$ cat src/rtl/seq_divider.sv
// -----------------------------------------------------------------------------
// seq_divider
// Iterative signed divider (restoring shift-subtract, one quotient bit per
// cycle) with sign correction and a one-cycle ready pulse.  Its result, ready
// and exception handshake matches the multiply datapath in the multdiv unit.
//
// Optional feature macro: DIV_REMAINDER_EN
//   When defined, the data_remainder port and its sign-correction logic exist.
//   When undefined, the port is absent.  The partial remainder is still kept
//   internally because the algorithm needs it.
//
// Ports
//   clock           in   rising-edge clock
//   reset           in   asynchronous active-low reset
//   ctrl_DIV        in   start strobe (also aborts/restarts a running op)
//   data_operandA   in   dividend, two's complement
//   data_operandB   in   divisor, two's complement
//   data_result     out  quotient, truncated toward zero (held until next start)
//   data_exception  out  divide-by-zero flag, valid while data_resultRDY=1
//   data_resultRDY  out  one-cycle completion pulse
//   busy            out  high from accept edge until the edge raising ready
//   data_remainder  out  remainder, sign follows dividend (DIV_REMAINDER_EN)
// -----------------------------------------------------------------------------
module seq_divider #(
    parameter int WIDTH = 32
) (
    input  logic             clock,
    input  logic             reset,
    input  logic             ctrl_DIV,
    input  logic [WIDTH-1:0] data_operandA,
    input  logic [WIDTH-1:0] data_operandB,
    output logic [WIDTH-1:0] data_result,
    output logic             data_exception,
    output logic             data_resultRDY,
    output logic             busy
`ifdef DIV_REMAINDER_EN
    ,
    output logic [WIDTH-1:0] data_remainder
`endif
);

    localparam int CNT_W = $clog2(WIDTH + 1);

    typedef enum logic [1:0] {
        IDLE = 2'd0,
        RUN  = 2'd1,
        SIGN = 2'd2,
        DONE = 2'd3
    } state_e;

    // Two's complement negation modulo 2^WIDTH.
    function automatic logic [WIDTH-1:0] neg_f(input logic [WIDTH-1:0] v);
        neg_f = ~v + WIDTH'(1);
    endfunction

    // Magnitude as an unsigned WIDTH-bit value; the most negative value maps
    // onto itself, which is exactly its magnitude when read as unsigned.
    function automatic logic [WIDTH-1:0] abs_f(input logic [WIDTH-1:0] v);
        if (v[WIDTH-1]) begin
            abs_f = neg_f(v);
        end else begin
            abs_f = v;
        end
    endfunction

    state_e             state_q;
    logic [CNT_W-1:0]   count_q;
    logic [WIDTH-1:0]   q_q;        // dividend magnitude shifting out, quotient shifting in
    logic [WIDTH-1:0]   r_q;        // partial remainder; always < |B| so the top bit of R is 0
    logic [WIDTH-1:0]   b_q;        // divisor magnitude
    logic               qs_q;       // quotient sign
    logic [WIDTH-1:0]   result_q;
    logic               exc_q;
    logic               rdy_q;
    logic               busy_q;
`ifdef DIV_REMAINDER_EN
    logic               rs_q;       // remainder sign (follows dividend)
    logic [WIDTH-1:0]   rem_q;
    logic [WIDTH-1:0]   rem_signed_s;
`endif

    logic [WIDTH:0]     r_sh_s;     // shifted partial remainder, WIDTH+1 bits
    logic [WIDTH:0]     t_s;        // trial difference, WIDTH+1 bits
    logic [WIDTH-1:0]   r_step_d;
    logic [WIDTH-1:0]   q_step_d;
    logic [WIDTH-1:0]   q_signed_s;

    // One restoring iteration: shift {R,Q} left, trial-subtract |B|, keep or restore.
    always_comb begin
        r_sh_s = {r_q, q_q[WIDTH-1]};
        t_s    = r_sh_s - {1'b0, b_q};
        if (!t_s[WIDTH]) begin
            r_step_d = t_s[WIDTH-1:0];
            q_step_d = {q_q[WIDTH-2:0], 1'b1};
        end else begin
            r_step_d = r_sh_s[WIDTH-1:0];
            q_step_d = {q_q[WIDTH-2:0], 1'b0};
        end
    end

    // Sign correction of the finished magnitudes.
    always_comb begin
        if (qs_q) begin
            q_signed_s = neg_f(q_q);
        end else begin
            q_signed_s = q_q;
        end
`ifdef DIV_REMAINDER_EN
        if (rs_q) begin
            rem_signed_s = neg_f(r_q);
        end else begin
            rem_signed_s = r_q;
        end
`endif
    end

    // Control FSM with registered datapath and outputs.  A start strobe wins
    // in every state, so it both launches and aborts operations.
    always_ff @(posedge clock or negedge reset) begin
        if (!reset) begin
            state_q  <= IDLE;
            count_q  <= {CNT_W{1'b0}};
            q_q      <= {WIDTH{1'b0}};
            r_q      <= {WIDTH{1'b0}};
            b_q      <= {WIDTH{1'b0}};
            qs_q     <= 1'b0;
            result_q <= {WIDTH{1'b0}};
            exc_q    <= 1'b0;
            rdy_q    <= 1'b0;
            busy_q   <= 1'b0;
`ifdef DIV_REMAINDER_EN
            rs_q     <= 1'b0;
            rem_q    <= {WIDTH{1'b0}};
`endif
        end else if (ctrl_DIV) begin
            q_q     <= abs_f(data_operandA);
            b_q     <= abs_f(data_operandB);
            r_q     <= {WIDTH{1'b0}};
            count_q <= {CNT_W{1'b0}};
            qs_q    <= data_operandA[WIDTH-1] ^ data_operandB[WIDTH-1];
            busy_q  <= 1'b1;
            rdy_q   <= 1'b0;     // an aborted operation never pulses ready
`ifdef DIV_REMAINDER_EN
            rs_q    <= data_operandA[WIDTH-1];
`endif
            if (data_operandB == {WIDTH{1'b0}}) begin
                // Divide by zero: publish the outcome now; DONE raises ready next edge.
                state_q  <= DONE;
                exc_q    <= 1'b1;
                result_q <= {WIDTH{1'b0}};
`ifdef DIV_REMAINDER_EN
                rem_q    <= data_operandA;
`endif
            end else begin
                state_q <= RUN;
            end
        end else begin
            case (state_q)
                IDLE: begin
                    busy_q <= 1'b0;
                    rdy_q  <= 1'b0;
                end
                RUN: begin
                    r_q     <= r_step_d;
                    q_q     <= q_step_d;
                    count_q <= count_q + CNT_W'(1);
                    if (count_q == CNT_W'(WIDTH - 1)) begin
                        state_q <= SIGN;
                    end else begin
                        state_q <= RUN;
                    end
                end
                SIGN: begin
                    result_q <= q_signed_s;
                    exc_q    <= 1'b0;
`ifdef DIV_REMAINDER_EN
                    rem_q    <= rem_signed_s;
`endif
                    rdy_q    <= 1'b1;
                    busy_q   <= 1'b0;
                    state_q  <= DONE;
                end
                DONE: begin
                    // Entered with ready low only on the divide-by-zero path.
                    if (rdy_q) begin
                        rdy_q   <= 1'b0;
                        state_q <= IDLE;
                    end else begin
                        rdy_q   <= 1'b1;
                        busy_q  <= 1'b0;
                        state_q <= DONE;
                    end
                end
                default: begin
                    state_q <= IDLE;
                    rdy_q   <= 1'b0;
                    busy_q  <= 1'b0;
                end
            endcase
        end
    end

    assign data_result    = result_q;
    assign data_exception = exc_q;
    assign data_resultRDY = rdy_q;
    assign busy           = busy_q;
`ifdef DIV_REMAINDER_EN
    assign data_remainder = rem_q;
`endif

endmodule

$ cat config.mk
export PLATFORM = sky130hd
export DESIGN_NAME = seq_divider
export DESIGN_NICKNAME = d
export VERILOG_FILES = /design/src/rtl/seq_divider.sv
export SDC_FILE = /design/constraint.sdc
export NUM_CORES = 1
export LEC_CHECK = 0
export BUFFER_PORTS_ARGS = -buffer_cell sky130_fd_sc_hd__buf_2
export CORE_UTILIZATION = 40
export CTS_CLUSTER_DIAMETER = 50
export DETAILED_ROUTE_END_ITERATION = 8
export GPL_TIMING_DRIVEN = 0
export PLACE_DENSITY = 0.57
export SETUP_SLACK_MARGIN = 0.02
export SLEW_MARGIN = 10
export SYNTH_ARGS = -nofsm -noshare
export SYNTH_HDL_FRONTEND = slang
export SYNTH_SLANG_ARGS = --single-unit
$ cat constraint.sdc
create_clock -name clock -period 3.65 [get_ports clock]
set_input_delay 0.1825 -clock clock [delete_from_list [all_inputs] [get_ports clock]]
set_output_delay 0.1825 -clock clock [all_outputs]
set_load 0.01 [all_outputs]
### Word-level counts from Yosys, hierarchy flattened

Index checks and enable logic that the tools add are counted.

* output and inout bits: 35
* logic and storage cells: 63
* bits of input ports: 67
* flip-flop bits (word level): 140

* muxes and demuxes: 28
* bitwise gates (word level): 4
* eq/ne operators: 6
* reductions and logical operators: 10
* add/subtract/negate cells: 5

Operators by type and width (count)
* $mux W32: 11
* $add A32 B1 Y32 const B: 3
* $not A32 Y32: 3
* $sub A33 B32 Y33: 1
* $logic_not A32 Y1: 1
* $mux W6: 2
* $mux W1: 8
* $mux W2: 4
* $reduce_bool A4 Y1: 2
* $add A6 B1 Y6 const B: 1
* $eq A6 B5 Y1 const B: 1
* $pmux W2 S3: 1
* $eq A2 B2 Y1 const B: 2
* $reduce_and A2 Y1: 2
* $reduce_bool A2 Y1: 2
* $ne A3 B3 Y1 const B: 1
* $pmux W1 S3: 1
* $reduce_bool A3 Y1: 1
* $eq A2 B1 Y1 const B: 1
* $logic_not A2 Y1: 1
* $ne A2 B1 Y1 const B: 1
* $pmux W1 S2: 1
* $reduce_or A2 Y1: 1
* $xor A1 B1 Y1: 1

### Longest topological paths before layout

Gate-level depths: netlist of run 1.

* depth in word-level cells: 5
* mapped depth: 14
* gate-level depth less buffers: 13

### Worst setup path after synthesis of run 1

Ideal clock, no wire load.

* path kind: reg2reg
* start point: register q_q[31]
* end point: register r_q[26]
* cell stages (with the launch flop): 15
* data arrival time: 3232 ps
* buffers on the path: 1
* slack: 319 ps
* data required time: 3551 ps
* clock period less this slack: 3331 ps
* library setup time: 99 ps
* cells stage by stage: dfrtp_1 inv_1 ha_1 inv_1 fa_1 a211oi_1 o21ai_1 o21ai_1 o21ai_1 a211oi_1 o31ai_2 xnor2_1 clkbuf_1 nand2_1 a311oi_1

* word-level cells in the longest chain between the ends: 4

RTL lines
* start, declared: RTL line 68 `logic [WIDTH-1:0] q_q;`
* start signal, assigned: RTL line 123 `q_q <= {WIDTH{1'b0}};`
* start signal, assigned: RTL line 136 `q_q <= abs_f(data_operandA);`
* start signal, assigned: RTL line 165 `q_q <= q_step_d;`
* $sub A33 B32 Y33: RTL line 91 `t_s = r_sh_s - {1'b0, b_q};`
* $mux W32: RTL line 92 `if (!t_s[WIDTH]) begin`
* $mux W32: RTL line 158 `case (state_q)`
* $mux W32: RTL line 135 `end else if (ctrl_DIV) begin`
* end signal, assigned: RTL line 124 `r_q <= {WIDTH{1'b0}};`
* end signal, assigned: RTL line 138 `r_q <= {WIDTH{1'b0}};`
* end signal, assigned: RTL line 164 `r_q <= r_step_d;`
* end, declared: RTL line 69 `logic [WIDTH-1:0] r_q;`

Every way passes these cells. The select of a mux whose other input is x is not followed.
A chain may end at the register's enable or synchronous reset.

### Worst setup path after layout of run 1

* start point: register q_q[31]
* end point: register r_q[7]

The elaborated chain is that of the path after synthesis.

==> summary.md, run 1 <==
| Metric | Value |
|---|---|
| Crit share post-route | `0.950` |
| Final clock skew | `0.0104 ns` |
| Placed cells | `about 1600` |
| IO buf count | `100` |
| Placed cell area | `10600 um2` |
| Final nets | `between 1000 and 1500` |
| Worst EP required | `just under 4 ns` |
| DR WL met3 | `about 1800 um` |
| Final Setup Violations | `0` |
| Wirelength, routed | `~29000 um` |
| Hold WC Path Type | `in2reg` |
| Worst Min Path Start | `data_operandA[0]` |
| Die Width | `~160 um` |
| Pleak | `5.30 nW` |
| Routability cong. | `a little under 0.9` |
| CP Class | `reg2reg` |
| GR Overflow Total | `0` |
| Synth top area cells | `dfrtp_1, nand2_1, xor2_1` |
| YS warnings | `0` |
| Library cells used by synthesis | `60` |
| Wire length per cell | `about 18 um` |
| Clk pin slew, worst setup/hold paths | `~0.070 ns` |
| Synth top area share | `0.363` |
| CP Launch Type | `register` |
| Setup WS pre-CTS | `-0.978 ns` |
| Main synth FF type | `dfrtp_1` |
| Crit path to | `r_q[7]` |
| H-tree lvl count | `4` |
| # rows | `56` |
| Vias in the first global route | `~8300` |
| Post-route cell area | `between 10000 and 15000 um2` |
| Seq/Total Area, Yosys | `0.363` |
| Setup_tns | `0 ns` |
| Vias | `between 8000 and 9000` |
| Dominant cell type by area after synthesis | `dfrtp_1` |
| R2R Path Start | `q_q[31]` |
| Post-detail-place hpwl | `around 22000 um` |
| Proportion of layout cells with a drive suffix above 1 | `0.138` |
| VDD IR-drop max | `between 0.0003 and 0.0004 V` |
| Post-synthesis async set-or-reset flop share | `1.00` |
| TritonCTS clock tree | `done` |
| Initial Utilization | `0.410` |
| Metal-1 WL | `around 15000 um` |
| Area growth syn-to-layout | `17.4%` |
| Number of antenna violations at the first check in global routing | `1` |
| CORE AREA | `about 24000 um2` |
| Die Height | `between 150 and 200 um` |
| Total CTS buffers | `17` |
| Post-route ant nets | `0` |
| Total of max-cap violations | `0` |
| Fmax | `just under 0.3 GHz` |
| RSZ-0062 raised after global routing | `false` |
| Multi-input gate area | `between 5000 and 6000 um2` |
| Outcome | `finished, final reports clean` |
| Crit end category | `register` |
| CTS max path bufs | `2` |
| Top layer in use | `met5` |
| Mapped Nets | `1251` |
| Fillers | `roughly 2400` |
| Avg Inst Size Synth | `roughly 8.4 um2` |
| Mapped Area | `9660 um2` |
| FF-to-FF path depth | `15` |
| First-pass iteration count of the detailed router | `5` |
| Crit path time final | `3.47 ns` |
| R2R setup slack | `approximately 0.18 ns` |
| DRC viols | `0` |
| Setup ws final | `0.183 ns` |
| Post-synth top cells | `nand2_1, dfrtp_1, nor2_1` |
| Ant. Diodes | `0` |
| Via-per-instance ratio | `about 5.5` |
| Number of synthesized register bits | `140` |
| Arrival @ worst endpoint | `between 3 and 4 ns` |
| Total GRT Usage | `0.243` |
| Starting DRC count in detailed routing | `a little over 600` |
| RR Endpoint | `r_q[7]` |
| Pin count of the biggest net entering global routing | `between 100 and 150` |
| Final Hold Viols | `0` |
| # clock sinks | `140` |
| Final Max Tran Viols | `0` |
| Clock Latency Late Sink | `between 0.4 and 0.5 ns` |
| Post-synth EDFFs | `0` |
| Critical path peak fanout | `10` |
| Core Util, Final | `0.482` |
| Syn Inst Count | `approximately 1100` |
| Die area | `approximately 25000 um2` |
| Max_slew headroom | `0.230` |
| First-pass GRT wire length | `approximately 46000 um` |
| Sequential cell area | `between 3000 and 4000 um2` |
| I/O pin count | `102` |
| P per Cell Area | `around 580 nW/um2` |
| Layout Cells excl Fill | `1602` |
| Worst slew pin tran | `around 1.1 ns` |
| Crit. Startpoint | `q_q[31]` |
| Top-count cell post-synth | `nand2_1` |
| Root Driver | `clkbuf_16` |
| Met2 Wirelength | `between 10000 and 15000 um` |
[placed cells by master, fill, tap and decap left out, types with 35 or more instances in the layout]
master and n:
a21oi_1 63, buf_2 99, clkbuf_1 50, dfrtp_1 140, ha_1 40, inv_1 50
nand2_1 174, nor2_1 79, o21ai_0 72, o22ai_1 35, xnor2_1 47, xor2_1 72
[registers in the layout, indices dropped and copies added (netlist names)]
register        flops
busy                1
r_q                32
state_q             2
data_exception      1
b_q                32
count_q             6
data_resultRDY      1
qs_q                1
data_result        32
q_q                32
[report_power, final]
part	switching, W	leakage, nW	internal, W
clock	0.000818	0.289	0.000980
combinational	0.00160	3.24	0.00105
sequential	0.000285	1.77	0.00181
total	0.00271	5.30	0.00384
[worst max-delay path, stage by stage, from the launching register on]
cell,delay (ns)
dfrtp_1,0.41
inv_1,0.15
ha_1,0.20
inv_1,0.06
fa_2,0.37
a211oi_2,0.26
o21ai_2,0.13
o21ai_2,0.19
o21ai_1,0.14
a211oi_4,0.37
o31ai_4,0.15
xnor2_2,0.18
buf_4,0.17
buf_4,0.21
nand2_1,0.10
a311oi_1,0.27
[metal layers]
metal,vias up,track usage
li1,4333,-
met1,4274,0.385
met2,244,0.332
met3,14,0.0504
met4,2,0.0435
met5,-,0
[cells by family after synthesis]
kind of cell,synth area share
flops,0.363
buf+inv,0.0465
mux,0.0364
fa+ha+maj,0.0539
simple gates,0.185
xor+xnor,0.110
compound gates,0.206
[cell type report]
type / count / share of cell area
Buffer: 69 / 0.0249
Tap cell: 319 / 0.0352
Multi-Input combinational cell: 884 / 0.510
Clock inverter: 15 / 0.0148
Inverter: 50 / 0.0166
Sequential cell: 140 / 0.309
Clock buffer: 17 / 0.0375
Timing Repair Buffer: 108 / 0.0523
[worst min path at each step]
stage	endpoint	slack [ns]	depth (start not counted)
floorplan	b_q[0]	-0.11	0
global placement	data_exception	0.46	1
detailed placement	data_result[14]	0.08	1
CTS	q_q[0]	0.06	3
global route	b_q[5]	0.06	3
finish	q_q[0]	0.07	3
[metrics by stage]
step,total power (W),hold slack (ns)
global route,0.00696,0.0634
global placement,0.00457,0.456
detailed placement,0.00460,0.0808
finish,0.00654,0.0665
floorplan,0.00381,-0.113
CTS,0.00651,0.0555
[repair_timing]
| action | CTS | global route |
|---|---|---|
| pin swaps | 4 | 4 |
| hold buffers | 1 | 0 |
| setup endpoints to repair | 33 | 30 |
| setup buffers | 5 | 1 |
| hold endpoints to repair | 38 | 0 |
| gates resized for setup | 17 | 8 |
| gates cloned | 0 | 0 |
Note: power is estimated with default switching activity, not from simulation.
==> run 2, diff against run 1 <==
--- a/config.mk
+++ b/config.mk
@@ -5,12 +5,14 @@
 export SDC_FILE = /design/constraint.sdc
 export NUM_CORES = 1
 export LEC_CHECK = 0
+export ABC_AREA = 1
 export BUFFER_PORTS_ARGS = -buffer_cell sky130_fd_sc_hd__buf_2
+export CORE_MARGIN = 3
 export CORE_UTILIZATION = 40
 export CTS_CLUSTER_DIAMETER = 50
 export DETAILED_ROUTE_END_ITERATION = 8
 export GPL_TIMING_DRIVEN = 0
-export PLACE_DENSITY = 0.57
+export PLACE_DENSITY = 0.56
 export SETUP_SLACK_MARGIN = 0.02
 export SLEW_MARGIN = 10
 export SYNTH_ARGS = -nofsm -noshare
==> run 2 against run 1 <==
Net effect:
- utilization fell by 1.2 points
- final area rose by 17%
- register-to-register slack improved by 0.57 ns
- non-clock buffer count fell by 26
- highest routed layer is now met4
- sequential share of layout area fell by 4.6 points
- worst hold slack improved by 0.0043 ns
- combinational power rose by 48%
- area after synthesis rose by 21%
- clock-buffer cell count did not move
- critical path type unchanged
- maximum frequency rose by 20%
==> summary.md, run 2 <==
| Metric | Value |
|---|---|
| Outcome | `finished, final reports clean` |
| Pin count of the biggest net entering global routing | `around 80` |
| Final Setup Violations | `0` |
| Wirelength, routed | `around 37000 um` |
| Part of the power in the clock network | `0.241` |
| H-tree lvl count | `4` |
| CTS resizes | `0` |
| Die Height | `roughly 180 um` |
| Post-route ant nets | `0` |
| Fillers | `~3100` |
| Final Max Tran Viols | `0` |
| R2R Path Start | `q_q[31]` |
| First-pass iteration count of the detailed router | `5` |
| Int Power | `roughly 0.0042 W` |
| Synth top area cells | `dfrtp_1, nand2_1, inv_1` |
| Total GRT Usage | `0.240` |
| Top-count cell post-synth | `nand2_1` |
| Gate power share | `0.504` |
| R2R setup slack | `~0.75 ns` |
| # Post-CTS Setup Buffers | `0` |
| Avg Inst Size Synth | `between 6 and 7 um2` |
| Hold endpoint | `b_q[24]` |
| Final nets | `2053` |
| Design Power | `~0.008 W` |
| Wire length per cell | `between 15 and 20 um` |
| Mapped Nets | `~1900` |
| CP Launch Type | `register` |
| Hold depth | `3` |
| Crit path cell chain | `inv_1 > ha_1 > inv_1 > fa_1 > nand2_1 > nand2_1 > nand3_1 > nand2_2 > nand2_1 > nand2_4 > nand2_4 > nand2_4 > nand2_2 > nand2_2 > buf_6 > nand2_4 > nand2_1 > nand2_1 > nand2_1` |
| Max_slew headroom | `0.447` |
| Library cells used by synthesis | `51` |
| Switching share of power | `0.466` |
| RR Endpoint | `r_q[12]` |
| Fmax | `around 0.35 GHz` |
| Total CTS buffers | `17` |
| Dominant cell type by area after synthesis | `dfrtp_1` |
| Number of antenna violations at the first check in global routing | `0` |
| Starting DRC count in detailed routing | `between 800 and 900` |
| Final Hold Viols | `0` |
| Ant. Diodes | `0` |
| Main synth FF type | `dfrtp_1` |
| Number of synthesized register bits | `140` |
| Routability cong. | `roughly 0.92` |
| # clock sinks | `140` |
| Initial Utilization | `0.413` |
| Crit end category | `register` |
| Die Width | `177 um` |
| RSZ-0062 raised after global routing | `false` |
| Clk pin slew, worst setup/hold paths | `approximately 0.08 ns` |
| Post-synthesis async set-or-reset flop share | `1.00` |
| Most frequent cells in the layout | `nand2_1, inv_1, nor2_1` |
| Synth top area share | `0.300` |
| Total of max-cap violations | `0` |
| P per Cell Area | `just under 600 nW/um2` |
| Vias | `11600` |
| Area growth syn-to-layout | `13.9%` |
| Setup ws final | `around 0.75 ns` |
| CP max-delay cell | `fa_1` |
| NetSw | `0.00364 W` |
| Vias in the first global route | `roughly 11000` |
| Worst Min Path Start | `data_operandB[24]` |
| Post-synth EDFFs | `0` |
| Worst path max stage delay | `approximately 0.44 ns` |
| Seq/Total Area, Yosys | `0.300` |
| TritonCTS clock tree | `done` |
| Via-per-instance ratio | `between 4 and 5` |
| Setup WS pre-CTS | `roughly 0.74 ns` |
| Critical path peak fanout | `10` |
| YS warnings | `0` |
| Clock Latency Late Sink | `about 0.43 ns` |
| Root Driver | `clkbuf_16` |
| Setup_tns | `0 ns` |
| FF-to-FF path depth | `19` |
| DRC viols | `0` |
| Placed cells | `approximately 2300` |
| GR Overflow Total | `0` |
| IO buf count | `98` |
| Post-synth top cells | `nand2_1, inv_1, nor2_1` |
| CP Class | `reg2reg` |
| Crit share post-route | `0.794` |
| VDD IR-drop max | `roughly 0.00036 V` |
| Commonest non-fill, non-tap cell in the layout | `nand2_1` |
| Worst EP required | `approximately 4 ns` |
| # rows | `61` |
| Syn Inst Count | `roughly 1800` |
| Worst path most repeated cell | `nand2_1` |
| Crit path time final | `around 2.9 ns` |
| CTS max path bufs | `2` |
| I/O pin count | `around 100` |
| CORE AREA | `between 20000 and 30000 um2` |
| Seq pwr share | `0.255` |
| Arrival @ worst endpoint | `between 3 and 4 ns` |
| Layout Cells excl Fill | `2336` |
| Die area | `approximately 31000 um2` |
| First-pass GRT wire length | `between 50000 and 60000 um` |
| Final clock skew | `roughly 0.017 ns` |
| Post-detail-place hpwl | `29900 um` |
| Pleak | `around 7.2 nW` |
| Worst slew pin tran | `around 0.83 ns` |
| Hold WC Path Type | `in2reg` |
| Mapped Area | `11700 um2` |
| Proportion of layout cells with a drive suffix above 1 | `0.114` |
[run 2: cell types whose count changed after synthesis, moves of 43 or more]
cell     change
nand2_1    +435
inv_1      +245
nand3_1     +77
nor2_1      +71
o21ai_0     +58
xnor2_1     -43
[run 2: cell type report]
class / instances / area [um2] / share of cell area
Timing Repair Buffer: 100 / 538 / 0.0404
Sequential cell: 140 / 3500 / 0.263
Buffer: 51 / 253 / 0.0190
Multi-Input combinational cell: 1330 / 6780 / 0.509
Tap cell: 378 / 473 / 0.0355
Clock inverter: 15 / 191 / 0.0144
Inverter: 305 / 1140 / 0.0860
Clock buffer: 17 / 425 / 0.0320
[run 2: power groups by stage]
stage          Sequential (W)  Combinational, W  Clock [W]
6_report              0.00199           0.00394    0.00188
4_1_cts               0.00199           0.00392    0.00191
5_1_grt               0.00202           0.00447    0.00197
3_3_place_gp          0.00201           0.00387          0
2_1_floorplan         0.00196           0.00295          0
3_5_place_dp          0.00201           0.00391          0
[run 2: per-stage QoR]
| stage | util | hold WS [ns] | cell area, um2 |
|---|---|---|---|
| after floorplan | - | -0.113 | 11700 |
| after detailed placement | 0.448 | 0.137 | 12700 |
| final | 0.470 | 0.0708 | 13300 |
| after global placement | 0.447 | 0.454 | 12600 |
| after CTS | 0.470 | 0.0649 | 13300 |
| after global routing | 0.470 | 0.0792 | 13300 |
[run 2: cell families (layout without fill, tap and decap cells)]
logic type               after synthesis  in the layout  share of synthesized area
AND/OR/NAND/NOR                      999            999                      0.380
buffers and inverters                356            488                      0.120
AO/OA/AOI/OAI                        215            215                     0.0998
flip-flops                           140            140                      0.300
XOR/XNOR                              75             75                     0.0562
adder cells (fa/ha/maj)               41             41                     0.0446
[run 2: layer usage]
metal  vias to the layer above  GRT usage  part of all wire
li1                       5928          -                 -
met4                         0     0.0527             0.015
met3                        37     0.0390             0.067
met2                       305      0.350              0.41
met1                      5357      0.372              0.51
met5                         -          0                 0
[run 2: worst max path at each step]
| stage | cells after the start | end | slack (ns) | start |
|---|---|---|---|---|
| CTS | 19 | r_q[12] | 0.76 | q_q[31] |
| finish | 19 | r_q[12] | 0.75 | q_q[31] |
| floorplan | 17 | r_q[19] | 1.32 | q_q[31] |
| detailed placement | 19 | r_q[12] | 0.74 | q_q[31] |
| global placement | 1 | q_q[7] | 0.28 | reset |
| global route | 19 | r_q[12] | 0.56 | q_q[31] |
[run 2: timing repair]
action	CTS	global route
setup endpoints to repair	0	0
hold buffers	1	0
endpoints found under the hold margin	59	0
[run 2: critical path: cells and delay by family, from the launching register on]
family                   cells  cell delay [ns]
buffers and inverters        3             0.50
adder cells (fa/ha/maj)      2             0.64
AND/OR/NAND/NOR             14             1.29
flip-flops                   1             0.36
==> run 3, diff against run 2 <==
--- a/config.mk
+++ b/config.mk
@@ -5,14 +5,14 @@
 export SDC_FILE = /design/constraint.sdc
 export NUM_CORES = 1
 export LEC_CHECK = 0
-export ABC_AREA = 1
+export ABC_AREA = 0
 export BUFFER_PORTS_ARGS = -buffer_cell sky130_fd_sc_hd__buf_2
 export CORE_MARGIN = 3
 export CORE_UTILIZATION = 40
 export CTS_CLUSTER_DIAMETER = 50
 export DETAILED_ROUTE_END_ITERATION = 8
 export GPL_TIMING_DRIVEN = 0
-export PLACE_DENSITY = 0.56
+export PLACE_DENSITY = 0.59
 export SETUP_SLACK_MARGIN = 0.02
 export SLEW_MARGIN = 10
 export SYNTH_ARGS = -nofsm -noshare
==> constraint.sdc (replaced) <==
create_clock -name clock -period 2.4 [get_ports clock]
set_input_delay 0.12 -clock clock [delete_from_list [all_inputs] [get_ports clock]]
set_output_delay 0.12 -clock clock [all_outputs]
set_load 0.01 [all_outputs]
==> run 3 against run 2 <==
Net effect:
- the run now ends with negative setup slack left
- sequential share of layout area rose by 2.2 points
- first-iteration DRC count down 13%
- worst hold slack got worse by 0.062 ns
- non-clock buffer count grew 57
- largest cell class unchanged
- highest routed layer unchanged
==> summary.md, run 3 (synthesis gave the netlist of run 1 again) <==
| Metric | Value |
|---|---|
| CORE AREA | `roughly 24000 um2` |
| CP Launch Type | `register` |
| I/O pin count | `slightly above 100` |
| Hold WC Path Type | `in2reg` |
| P per Cell Area | `roughly 920 nW/um2` |
| Crit end category | `register` |
| Final nets | `roughly 1400` |
| Core Util, Final | `0.521` |
| Number of antenna violations at the first check in global routing | `1` |
| DR WL met3 | `approximately 1400 um` |
| Placed cells | `1563` |
| Final clock skew | `approximately 0.012 ns` |
| # clock sinks | `140` |
| Die Width | `161 um` |
| Wire length per cell | `17.8 um` |
| Hold_ws | `between 0.008 and 0.009 ns` |
| Fmax | `0.326 GHz` |
| Failing checks | `negative setup slack` |
| Final Setup Violations | `between 40 and 50` |
| IO buf count | `100` |
| Routability cong. | `0.885` |
| Initial Utilization | `0.409` |
| Met2 Wirelength | `roughly 14000 um` |
| Vias | `9035` |
| H-tree lvl count | `4` |
| CP Class | `reg2reg` |
| TritonCTS clock tree | `done` |
| Clock Latency Late Sink | `~0.44 ns` |
| Final Hold Viols | `0` |
| FF-to-FF path depth | `16` |
| RR Endpoint | `r_q[14]` |
| Max_slew headroom | `0.365` |
| Crit share post-route | `1.28` |
| Pleak | `5.63 nW` |
| R2R Path Start | `q_q[31]` |
| Vias in the first global route | `between 8000 and 9000` |
| Layout Cells excl Fill | `between 1500 and 2000` |
| Total GRT Usage | `0.220` |
| Via-per-instance ratio | `~5.5` |
| Commonest non-fill, non-tap cell in the layout | `nand2_1` |
| Arrival @ worst endpoint | `about 3.4 ns` |
| Crit path to | `r_q[14]` |
| # rows | `56` |
| First-pass iteration count of the detailed router | `5` |
| Proportion of layout cells with a drive suffix above 1 | `0.235` |
| Area growth syn-to-layout | `27.5%` |
| Setup ws final | `-0.670 ns` |
| RSZ-0062 raised after global routing | `true` |
| Fillers | `2276` |
| Worst slew pin tran | `0.953 ns` |
| Die Height | `between 150 and 200 um` |
| Crit. Startpoint | `q_q[31]` |
| Die area | `between 20000 and 30000 um2` |
| DRC viols | `0` |
| Most frequent cells in the layout | `nand2_1, dfrtp_1, buf_2` |
| Clk pin slew, worst setup/hold paths | `about 0.070 ns` |
| CTS max path bufs | `2` |
| Final Max Tran Viols | `0` |
| Crit path time final | `slightly above 3 ns` |
| Critical path peak fanout | `6` |
| Metal-1 WL | `~13000 um` |
| Total CTS buffers | `17` |
| Top layer in use | `met4` |
| Wirelength, routed | `29100 um` |
| GR Overflow Total | `0` |
| Post-route ant nets | `0` |
| Post-detail-place hpwl | `roughly 21000 um` |
| R2R setup slack | `-0.67 ns` |
| Worst EP required | `approximately 2.7 ns` |
| First-pass GRT wire length | `46200 um` |
| Outcome | `finished with violations` |
| Total of max-cap violations | `0` |
| Starting DRC count in detailed routing | `around 760` |
| VDD IR-drop max | `0.000425 V` |
| Ant. Diodes | `0` |
| Pin count of the biggest net entering global routing | `100` |
| Root Driver | `clkbuf_16` |
## run 3: through the flow
step | cell area [um2] | setup slack [ns] | setup TNS [ns] | total power, W
floorplan | 9870 | -0.510 | -15.85 | 0.00607
global placement | 10800 | -1.03 | -183.84 | 0.00715
detailed placement | 10800 | -1.08 | -54.01 | 0.00721
CTS | 12000 | -0.762 | -27.78 | 0.0108
global route | 12300 | -0.800 | -30.65 | 0.0120
finish | 12300 | -0.670 | -25.10 | 0.0113
## run 3: worst min-delay path by stage
stage | start | to | slack (ns) | depth (start not counted)
finish | data_operandB[9] | b_q[9] | 0.009 | 3
global route | data_operandB[9] | b_q[9] | 0.01 | 3
CTS | data_operandB[9] | b_q[9] | 0.004 | 3
detailed placement | reset | data_result[25] | 0.03 | 1
global placement | data_operandA[0] | q_q[0] | 0.41 | 3
floorplan | reset | b_q[0] | -0.18 | 0
## run 3: layout make-up
type | instances | area [um2] | area share
clock inverter | 15 | 154 | 0.0125
clock buffer | 17 | 425 | 0.0346
sequential | 140 | 3510 | 0.285
inverter | 50 | 188 | 0.0152
multi-input combinational | 884 | 6310 | 0.513
tap | 319 | 399 | 0.0324
timing repair buffer | 149 | 997 | 0.0810
buffer | 59 | 324 | 0.0263
## run 3: repair_timing
action / in CTS / in global routing
pin swaps: 49 / 30
gates resized for setup: 62 / 64
endpoints found under the hold margin: 43 / 0
cloned: 4 / 2
hold buffers: 3 / 0
buffers inserted: 28 / 11
setup endpoints to repair: 63 / 78
## run 3: worst max-delay path: stages (launching register included)
cell	delay, ns
dfrtp_1	0.39
inv_2	0.08
ha_4	0.13
inv_2	0.03
fa_2	0.34
a211oi_2	0.22
o21ai_2	0.11
o21ai_2	0.21
o21ai_2	0.12
a211oi_4	0.30
o31ai_4	0.15
xnor2_4	0.20
buf_12	0.16
buf_8	0.12
clkbuf_16	0.13
nand3b_1	0.08
o2111a_1	0.17
## run 3: routing by layer
| layer | up-vias | global-route usage |
|---|---|---|
| met5 | - | 0 |
| met3 | 49 | 0.0305 |
| met1 | 4306 | 0.295 |
| li1 | 4398 | - |
| met4 | 0 | 0.0626 |
| met2 | 282 | 0.374 |
## run 3: report_power, final
group / switching, W / leakage (nW) / internal [W]
clock network: 0.00119 / 0.281 / 0.00147
logic: 0.00296 / 3.59 / 0.00252
registers: 0.000459 / 1.76 / 0.00275
total: 0.00461 / 5.63 / 0.00674
